<file path="config.mk">
export PLATFORM = sky130hd
export DESIGN_NAME = uart_rx_fifo
export DESIGN_NICKNAME = d
export VERILOG_FILES = /design/src/rtl/uart_pkg.sv /design/src/rtl/sync_fifo.sv /design/src/rtl/uart_rx_fifo.sv
export SDC_FILE = /design/constraint.sdc
export NUM_CORES = 1
export LEC_CHECK = 0
export BUFFER_PORTS_ARGS = -buffer_cell sky130_fd_sc_hd__buf_2
export CORE_MARGIN = 5
export CORE_UTILIZATION = 45
export CTS_CLUSTER_DIAMETER = 150
export CTS_CLUSTER_SIZE = 30
export DETAILED_ROUTE_END_ITERATION = 6
export PLACE_DENSITY = 0.64
export SYNTH_ARGS = -nofsm -noshare
export SYNTH_HDL_FRONTEND = slang
export SYNTH_SLANG_ARGS = --single-unit
</file>
<file path="constraint.sdc">
create_clock -name i_clk -period 3.05 [get_ports i_clk]
set_clock_uncertainty 0.05 [all_clocks]
set_input_delay 0.61 -clock i_clk [delete_from_list [all_inputs] [get_ports i_clk]]
set_output_delay 0.61 -clock i_clk [all_outputs]
set_load 0.02 [all_outputs]
</file>
<file path="src/rtl/uart_pkg.sv">
// Shared definitions for the UART receiver: parity modes, FSM encoding and
// frame-length helper.
package uart_pkg;

  localparam int PAR_NONE = 0;
  localparam int PAR_ODD  = 1;
  localparam int PAR_EVEN = 2;

  typedef enum logic [2:0] {
    ST_IDLE,
    ST_START,
    ST_DATA,
    ST_PAR,
    ST_STOP,
    ST_BRK
  } state_e;

  // Total serial bits in one frame: start + data + optional parity + stop.
  function automatic int frameBits(input int dataW, input int parity, input int stopBits);
    return 1 + dataW + ((parity != PAR_NONE) ? 1 : 0) + stopBits;
  endfunction

endpackage

</file>
<file path="src/rtl/sync_fifo.sv">
// Show-ahead synchronous FIFO; the head entry is always presented on o_rdata
// and a push is accepted while full if a pop frees a slot in the same cycle.
module sync_fifo #(
  parameter int WIDTH = 10,
  parameter int DEPTH = 4
) (
  input  logic                     i_clk,
  input  logic                     i_rst,
  input  logic                     i_push,
  input  logic [WIDTH-1:0]         i_wdata,
  input  logic                     i_pop,
  output logic [WIDTH-1:0]         o_rdata,
  output logic                     o_full,
  output logic                     o_empty,
  output logic [$clog2(DEPTH):0]   o_level
);

  localparam int AW = $clog2(DEPTH);
  localparam logic [AW:0]   LVL_ONE  = (AW + 1)'(1);
  localparam logic [AW:0]   LVL_FULL = (AW + 1)'(DEPTH);
  localparam logic [AW-1:0] PTR_ONE  = AW'(1);

  logic [WIDTH-1:0] mem_q [DEPTH];
  logic [AW-1:0]    wrPtr_q, rdPtr_q;
  logic [AW:0]      level_q, level_d;
  logic             pushOk, popOk;

  assign popOk  = i_pop && (level_q != '0);
  assign pushOk = i_push && ((level_q != LVL_FULL) || popOk);

  always_comb begin
    level_d = level_q;
    if (pushOk && !popOk) begin
      level_d = level_q + LVL_ONE;
    end else if (popOk && !pushOk) begin
      level_d = level_q - LVL_ONE;
    end
  end

  // Storage is cleared on reset so the head reads as zero when empty.
  always_ff @(posedge i_clk) begin
    if (i_rst) begin
      for (int i = 0; i < DEPTH; i++) begin
        mem_q[i] <= '0;
      end
      wrPtr_q <= '0;
      rdPtr_q <= '0;
      level_q <= '0;
    end else begin
      if (pushOk) begin
        mem_q[wrPtr_q] <= i_wdata;
        wrPtr_q        <= wrPtr_q + PTR_ONE;
      end
      if (popOk) begin
        rdPtr_q <= rdPtr_q + PTR_ONE;
      end
      level_q <= level_d;
    end
  end

  assign o_rdata = mem_q[rdPtr_q];
  assign o_full  = (level_q == LVL_FULL);
  assign o_empty = (level_q == '0);
  assign o_level = level_q;

endmodule

</file>
<file path="src/rtl/uart_rx_fifo.sv">
// UART receiver with 3-sample majority voting, configurable frame format,
// break detection and a show-ahead receive FIFO carrying per-frame error flags.
module uart_rx_fifo
  import uart_pkg::*;
#(
  parameter int CLKS_PER_BIT = 5,
  parameter int DATA_W       = 8,
  parameter int PARITY       = 0,
  parameter int STOP_BITS    = 1,
  parameter int FIFO_DEPTH   = 4
) (
  input  logic                          i_clk,
  input  logic                          i_rst,
  input  logic                          i_rxd,
  output logic [DATA_W-1:0]             o_data,
  output logic                          o_parity_err,
  output logic                          o_frame_err,
  output logic                          o_valid,
  input  logic                          i_ready,
  output logic                          o_overrun,
  output logic [$clog2(FIFO_DEPTH):0]   o_level
);

  localparam int CW = $clog2(CLKS_PER_BIT);
  localparam int BW = $clog2(DATA_W);
  localparam int M  = CLKS_PER_BIT / 2;
  localparam int EW = DATA_W + 2;

  localparam logic [CW-1:0] CNT_ONE  = CW'(1);
  localparam logic [CW-1:0] CNT_S0   = CW'(M - 1);
  localparam logic [CW-1:0] CNT_S1   = CW'(M);
  localparam logic [CW-1:0] CNT_DEC  = CW'(M + 1);
  localparam logic [CW-1:0] CNT_LAST = CW'(CLKS_PER_BIT - 1);
  localparam logic [BW-1:0] BIT_ONE  = BW'(1);
  localparam logic [BW-1:0] BIT_LAST = BW'(DATA_W - 1);
  localparam logic          STOP_LAST = 1'(STOP_BITS - 1);

  logic              sync1_q, sync2_q, rxS;
  state_e            state_q, state_d;
  logic [CW-1:0]     cnt_q, cnt_d;
  logic [1:0]        samp_q, samp_d;
  logic [DATA_W-1:0] shift_q, shift_d;
  logic [BW-1:0]     bitIdx_q, bitIdx_d;
  logic              stopIdx_q, stopIdx_d;
  logic              parBit_q, parBit_d;
  logic              parErr_q, parErr_d;
  logic              frameErr_q, frameErr_d;
  logic              maj, decide, bitLast;
  logic              push, pushFrameErr;
  logic [EW-1:0]     pushEntry, headEntry;
  logic              fifoFull, fifoEmpty;

  // Two-flop synchroniser; idles high so reset does not fake a start bit.
  always_ff @(posedge i_clk) begin
    if (i_rst) begin
      sync1_q <= 1'b1;
      sync2_q <= 1'b1;
    end else begin
      sync1_q <= i_rxd;
      sync2_q <= sync1_q;
    end
  end

  assign rxS     = sync2_q;
  assign maj     = (samp_q[0] & samp_q[1]) | (samp_q[0] & rxS) | (samp_q[1] & rxS);
  assign decide  = (cnt_q == CNT_DEC);
  assign bitLast = (cnt_q == CNT_LAST);

  always_ff @(posedge i_clk) begin
    if (i_rst) begin
      state_q    <= ST_IDLE;
      cnt_q      <= '0;
      samp_q     <= '0;
      shift_q    <= '0;
      bitIdx_q   <= '0;
      stopIdx_q  <= 1'b0;
      parBit_q   <= 1'b0;
      parErr_q   <= 1'b0;
      frameErr_q <= 1'b0;
    end else begin
      state_q    <= state_d;
      cnt_q      <= cnt_d;
      samp_q     <= samp_d;
      shift_q    <= shift_d;
      bitIdx_q   <= bitIdx_d;
      stopIdx_q  <= stopIdx_d;
      parBit_q   <= parBit_d;
      parErr_q   <= parErr_d;
      frameErr_q <= frameErr_d;
    end
  end

  always_comb begin
    state_d      = state_q;
    cnt_d        = bitLast ? '0 : cnt_q + CNT_ONE;
    samp_d       = samp_q;
    shift_d      = shift_q;
    bitIdx_d     = bitIdx_q;
    stopIdx_d    = stopIdx_q;
    parBit_d     = parBit_q;
    parErr_d     = parErr_q;
    frameErr_d   = frameErr_q;
    push         = 1'b0;
    pushFrameErr = frameErr_q;

    if (cnt_q == CNT_S0) samp_d[0] = rxS;
    if (cnt_q == CNT_S1) samp_d[1] = rxS;

    unique case (state_q)
      ST_IDLE: begin
        // The cycle that sees the low level is count 0 of the start bit.
        cnt_d = CNT_ONE;
        if (!rxS) begin
          state_d    = ST_START;
          bitIdx_d   = '0;
          stopIdx_d  = 1'b0;
          parBit_d   = 1'b0;
          parErr_d   = 1'b0;
          frameErr_d = 1'b0;
        end
      end
      ST_START: begin
        if (decide && maj) begin
          state_d = ST_IDLE;
        end else if (bitLast) begin
          state_d = ST_DATA;
        end
      end
      ST_DATA: begin
        if (decide) shift_d = {maj, shift_q[DATA_W-1:1]};
        if (bitLast) begin
          if (bitIdx_q == BIT_LAST) begin
            bitIdx_d = '0;
            state_d  = (PARITY != PAR_NONE) ? ST_PAR : ST_STOP;
          end else begin
            bitIdx_d = bitIdx_q + BIT_ONE;
          end
        end
      end
      ST_PAR: begin
        if (decide) begin
          parBit_d = maj;
          parErr_d = (PARITY == PAR_EVEN) ? ((^shift_q) ^ maj) : ~((^shift_q) ^ maj);
        end
        if (bitLast) state_d = ST_STOP;
      end
      ST_STOP: begin
        // A break is an all-zero frame whose first stop bit is also low.
        if (decide) begin
          if (!stopIdx_q && !maj && (shift_q == '0) && !parBit_q) begin
            push         = 1'b1;
            pushFrameErr = 1'b1;
            state_d      = ST_BRK;
          end else if (stopIdx_q == STOP_LAST) begin
            push         = 1'b1;
            pushFrameErr = frameErr_q | ~maj;
            state_d      = ST_IDLE;
          end else begin
            frameErr_d = frameErr_q | ~maj;
          end
        end
        if (bitLast) stopIdx_d = ~stopIdx_q;
      end
      ST_BRK: begin
        if (rxS) state_d = ST_IDLE;
      end
      default: state_d = ST_IDLE;
    endcase
  end

  assign pushEntry = {parErr_q, pushFrameErr, shift_q};

  sync_fifo #(
    .WIDTH(EW),
    .DEPTH(FIFO_DEPTH)
  ) u_fifo (
    .i_clk   (i_clk),
    .i_rst   (i_rst),
    .i_push  (push),
    .i_wdata (pushEntry),
    .i_pop   (i_ready),
    .o_rdata (headEntry),
    .o_full  (fifoFull),
    .o_empty (fifoEmpty),
    .o_level (o_level)
  );

  assign o_data       = headEntry[DATA_W-1:0];
  assign o_frame_err  = headEntry[DATA_W];
  assign o_parity_err = headEntry[DATA_W+1];
  assign o_valid      = !fifoEmpty;
  assign o_overrun    = push && fifoFull && !(o_valid && i_ready) && !i_rst;

endmodule

</file>
# Word level (Yosys, flattened, before mapping)
# Memories as Yosys holds them, arrays and structs flattened. A register that Yosys moved wholly into a read port is not among the register bits.
# Cells that the tools add are included.
[totals]
register_bits = 32
ramBits = 40
input_bits = 4
output_inout_bits = 15
elab_cells = 143
mem_count = 1
[classes]
n_addsub = 6
eq_ne = 24
n_mux = 48
n_bitwise = 10
n_reduce_logical = 38
[mem_list]
columns = ["memory", "depth", "width", "read_ports", "rd_ports_with_merged_regs", "wr", "line_no", "rtl"]
rows = [
  ["u_fifo.mem_q", 4, 10, 1, 1, 4, "sync_fifo.sv:23", "logic [WIDTH-1:0] mem_q [DEPTH];"],
]
[ops]
columns = ["cell", "count"]
rows = [
  ["2-to-1 mux 3 bit", 15],
  ["2-to-1 mux 1 bit", 23],
  ["inequality test 2 bit (second input constant)", 10],
  ["case mux 3 bit (6 select lines)", 1],
  ["equality test 3 bit (second input constant)", 5],
  ["equality test 3 x 2 -> 1 bit (second input constant)", 4],
  ["logical AND 1 bit", 12],
  ["2-to-1 mux 10 bit", 1],
  ["OR reduction 10 bit", 1],
  ["adder 3 x 1 -> 3 bit (second input constant)", 3],
  ["inequality test 3 bit (second input constant)", 3],
  ["AND reduction 3 bit", 3],
  ["logical NOT 1 bit", 8],
  ["logical NOT 8 bit", 1],
  ["case mux 1 bit (2 select lines)", 4],
  ["AND reduction 8 bit", 1],
  ["nonzero test 2 bit", 4],
  ["parity 8 bit", 1],
  ["equality test 3 x 1 -> 1 bit (second input constant)", 2],
  ["logical NOT 3 bit", 2],
  ["2-to-1 mux 2 bit", 3],
  ["case mux 3 bit (2 select lines)", 1],
  ["AND reduction 5 bit", 1],
  ["adder 2 x 1 -> 2 bit (second input constant)", 2],
  ["9 further kinds", 15],
]

# Logic depth before layout (Yosys ltp)
[logic_depth]
ltp_word = 16
ltp_mapped = 10
mapped_depth_nobuf = 10

# Cells and area by module
# From an unflattened synthesis, not the netlist that was laid out.
[hier_totals]
cells_unflattened = 302
area_unflattened_um2 = 3530.9
[by_module_without_submodules]
columns = ["module", "instances", "cells_per_inst", "area_per_inst_um2", "seq_area_each_um2"]
rows = [
  ["sync_fifo", 1, 143, 2173.3, 1381.3],
  ["uart_rx_fifo", 1, 159, 1357.6, 500.5],
]

# Least setup slack after synthesis
# OpenSTA, ideal clock, no wires.
[synth_timing]
kind = "register to register"
start = "register cnt_q[0]"
end = "register u_fifo.level_q[2], in the netlist u_fifo.o_level[2]"
setup_time_ns = 0.070
arrival_ns = 2.340
t_required_ns = 2.930
setup_slack_ns = 0.589
path_stages_with_launch = 11
path_buffers = 0
path_cell_list = "dfxtp_1 ha_1 ha_1 nand2_1 nor3_2 ha_1 inv_1 fa_1 xor2_1 or3_1 a21oi_1"
[synth_between]
elab_chain_len = 7
[synth_rtl]
columns = ["element", "line_no", "rtl"]
rows = [
  ["start: declaration", "uart_rx_fifo.sv:40", "logic [CW-1:0] cnt_q, cnt_d;"],
  ["start signal: assignment", "uart_rx_fifo.sv:82", "cnt_q <= cnt_d;"],
  ["equality test 3 x 2 -> 1 bit (*)", "uart_rx_fifo.sv:66", "assign decide = (cnt_q == CNT_DEC);"],
  ["2-to-1 mux 1 bit (*)", "uart_rx_fifo.sv:149", "if (decide) begin"],
  ["2-to-1 mux 1 bit (*)", "uart_rx_fifo.sv:109", "unique case (state_q)"],
  ["logical AND 1 bit (*)", "sync_fifo.sv:29", "assign pushOk = i_push && ((level_q != LVL_FULL) || popOk);"],
  ["via u_fifo.pushOk", "sync_fifo.sv:26", "logic pushOk, popOk;"],
  ["logical NOT 1 bit", "sync_fifo.sv:35", "end else if (popOk && !pushOk) begin"],
  ["logical AND 1 bit", "sync_fifo.sv:35", ""],
  ["nonzero test 2 bit (no line)", "-", ""],
  ["end signal: assignment", "sync_fifo.sv:57", "level_q <= level_d;"],
  ["end: declaration", "sync_fifo.sv:25", "logic [AW:0] level_q, level_d;"],
]
# Mark *: on every way through the listed nets, which the timed path passes. The rest lies on a longest branch.
# A chain may end at the register's enable or synchronous reset.

# Worst setup path in the final report
# Ends and elaborated chain as after synthesis.

==> impl_metrics.sql <==
INSERT INTO impl_metrics (metric_group, metric, value, unit) VALUES
('critical_path', 'crit-reg2reg-launch', 'cnt_q[0]', ''),
('layout', 'antenna_cells', '0', ''),
('pwr', 'vdd.ir_drop.worst', '199', 'µV'),
('floorplan', 'floorplan.initialDensity', '46.0', '%'),
('clock_tree', 'cts_repair_resized_insts', '0', ''),
('outcome', 'outcome', 'finished clean', ''),
('synthesis', 'synth_seq_cells', '74', ''),
('layout', 'final_cell_area', '3890', 'µm²'),
('critical_path', 'biggest_cell_delay_along_the_critical_path', '0.37', 'ns'),
('synthesis', 'synth.area.mux_share', '6.65', '%'),
('sta', 'fin_crit', '2.69', 'ns'),
('sta', 'grt_setup_unrepaired', 'no', ''),
('floorplan', 'floorplan.io_pins', '19', ''),
('synthesis', 'yosys_warnings', '0', ''),
('place', 'port_buffers', '18', ''),
('min_path', 'worstHoldEndpoint', 'rxS', ''),
('synthesis', 'synth_top_area_share', '33.9', '%'),
('synthesis', 'synth.largest_area_cell', 'sky130_fd_sc_hd__edfxtp_1', ''),
('critical_path', 'regToRegSetupSlack', '0.36', 'ns'),
('critical_path', 'critPathRequiredTime', '3.28', 'ns'),
('clock_tree', 'worst_skew_pair.late_latency', '0.34', 'ns'),
('synthesis', 'arithmetic_cell_share_of_the_synthesized_area_counting_full_adders_half_adders_and_majority_gates', '5.13', '%'),
('sta', 'setup_total_negative_slack', '0', 'ns'),
('clock_tree', 'post-cts-setup-buffer-count', '0', ''),
('synthesis', 'ys_async_sr_fraction', '0', '%'),
('clock_tree', 'cts-buffers-inserted', '9', ''),
('place', 'dpl.hpwl', '4350', 'µm'),
('pwr', 'static-leakage-power', '0.00143', 'µW'),
('synthesis', 'synth-compound-area-share', '7.60', '%'),
('sta', 'fin_worst_hold_slack', '0.371', 'ns'),
('route', 'route.antenna.remaining_nets', '0', ''),
('place', 'gpl.final_weighted_congestion', '0.774', ''),
('grt', 'first_global_vias', '2125', ''),
('synthesis', 'yosysUniqueCellTypes', '52', ''),
('synthesis', 'most_used_dff_post_synth', 'sky130_fd_sc_hd__edfxtp_1', ''),
('synthesis', 'synth.net_count', '321', ''),
('clock_tree', 'numClockSinks', '74', ''),
('synthesis', 'main_combinational_cell_family_by_area_after_synthesis', 'simple AND/OR/NAND/NOR gates', ''),
('layout', 'layout.filler_cells', '688', ''),
('min_path', 'hold-path-cell-count', '1', ''),
('layout', 'area_growth', '9.97', '%'),
('clock_tree', 'h-tree-depth', '3', ''),
('pwr', 'power.combinational.fraction', '18.0', '%'),
('clock_tree', 'clock_tree.buffer_depth', '2', ''),
('clock_tree', 'cts_hold_repair.buffers', '0', ''),
('layout', 'layout.nets', '338', ''),
('pwr', 'switching_share', '28.5', '%'),
('route', 'detail_route.wl_per_cell', '14.5', 'µm'),
('sta', 'final.setup.worst_slack', '0.365', 'ns'),
('clock_tree', 'cts.root.buffer_cell', 'sky130_fd_sc_hd__clkbuf_8', ''),
('grt', 'grt_max_degree', '38', ''),
('route', 'drc', '0', ''),
('grt', 'track_usage', '13.8', '%'),
('pwr', 'total_switching_power', '679', 'µW'),
('min_path', 'worstHoldPathType', 'reg2reg', ''),
('pwr', 'internal-power', '1710', 'µW'),
('sta', 'finalMaxSlewViolations', '0', ''),
('critical_path', 'critical_path.max_fanout', '7', ''),
('route', 'num_vias', '2175', ''),
('critical_path', 'worstReg2RegEnd', 'u_fifo.o_level[2]', ''),
('layout', 'fin_util', '50.6', '%'),
('sta', 'setup_violations', '0', ''),
('synthesis', 'top_cells_by_area_in_the_synthesized_netlist', 'sky130_fd_sc_hd__edfxtp_1 34%, sky130_fd_sc_hd__dfxtp_1 19%, sky130_fd_sc_hd__and2_1 6.9%', ''),
('synthesis', 'synth.most_common_cell', 'sky130_fd_sc_hd__edfxtp_1', ''),
('grt', 'grt_remaining_overflow', '0', ''),
('critical_path', 'timing.reg2reg.worst_path_depth', '10', ''),
('place', 'placed_cell_area', '3690', 'µm²'),
('floorplan', 'dieWidth', '98.7', 'µm'),
('sta', 'final_hold_viol_count', '0', ''),
('floorplan', 'dieHeight', '98.7', 'µm'),
('route', 'routed_wirelength', '6190', 'µm');
## critical path, delay by kind of cell, from the launching register on
family,cells,cell delay (ns)
adders and majority gates,4,1.04
and+or+nand+nor,3,0.81
DFF,1,0.36
buffers and inverters,1,0.06
xor gates and xnor gates,1,0.18
AOI/OAI and AO/OA,1,0.14
## power groups by stage
stage          Combinational [µW]  Clock [µW]  Sequential [µW]
6_report                      429         770             1190
5_1_grt                       465         835             1200
4_1_cts                       434         788             1190
3_5_place_dp                  433           0             1210
3_3_place_gp                  428           0             1210
2_1_floorplan                 345           0             1180
## registers in the layout, indices dropped and copies added (netlist names), named ones only
signal	count
state_q	3
bitIdx_q	3
cnt_q	3
parBit_q	1
stopIdx_q	1
shift_q	8
u_fifo.mem_q	40
samp_q	2
u_fifo.rdPtr_q	2
rxS	1
frameErr_q	1
u_fifo.o_level	3
u_fifo.wrPtr_q	2
parErr_q	1
sync1_q	1
## area by class of cell
type / instances / area (µm²) / share of cell area, %
multi-input cells: 198 / 1500 / 38.6
inverters: 16 / 60.1 / 1.54
clock inverters: 6 / 63.8 / 1.64
well taps: 102 / 128 / 3.28
flip-flops and latches: 74 / 1880 / 48.4
clock buffers: 10 / 138 / 3.54
repair buffers: 22 / 120 / 3.09
## routing by layer
layer	part of all wire, %	track usage [%]
met1	47	18.5
met2	49	21.5
met4	1.5	5.15
met3	3.0	3.47
met5	0	0
## per-stage QoR
stage,std cells,total power (µW)
after floorplan,304,1530
after global placement,412,1640
after detailed placement,412,1640
after CTS,428,2410
after global routing,428,2500
final,428,2380
## cells in the final DEF (no fill, tap or decap), types with 10 or more instances in the layout
cell / count
sky130_fd_sc_hd__a21oi_1: 16
sky130_fd_sc_hd__and2_1: 39
sky130_fd_sc_hd__buf_2: 18
sky130_fd_sc_hd__clkbuf_8: 10
sky130_fd_sc_hd__dfxtp_1: 34
sky130_fd_sc_hd__edfxtp_1: 40
sky130_fd_sc_hd__ha_1: 12
sky130_fd_sc_hd__inv_1: 16
sky130_fd_sc_hd__mux4_2: 10
sky130_fd_sc_hd__nand2_1: 26
sky130_fd_sc_hd__nor2_1: 17
## worst max path at each step
| stage | from | end | slack, ns | depth (start not counted) |
|---|---|---|---|---|
| floorplan | cnt_q[0] | u_fifo.o_level[2] | 0.59 | 10 |
| global placement | cnt_q[0] | u_fifo.o_level[2] | 0.44 | 10 |
| detailed placement | cnt_q[1] | u_fifo.o_level[2] | 0.37 | 10 |
| CTS | cnt_q[1] | u_fifo.o_level[2] | 0.36 | 10 |
| global route | cnt_q[1] | u_fifo.o_level[2] | 0.18 | 10 |
| finish | cnt_q[0] | u_fifo.o_level[2] | 0.36 | 10 |
## cell families (layout without fill, tap and decap cells)
| family | count (synthesis) | in the layout |
|---|---|---|
| compound gates | 42 | 42 |
| mux | 11 | 11 |
| xor+xnor | 8 | 8 |
| flops | 74 | 74 |
| buf+inv | 32 | 54 |
| simple gates | 123 | 123 |
| fa+ha+maj | 14 | 14 |
Note: power is estimated with default switching activity, not from simulation.
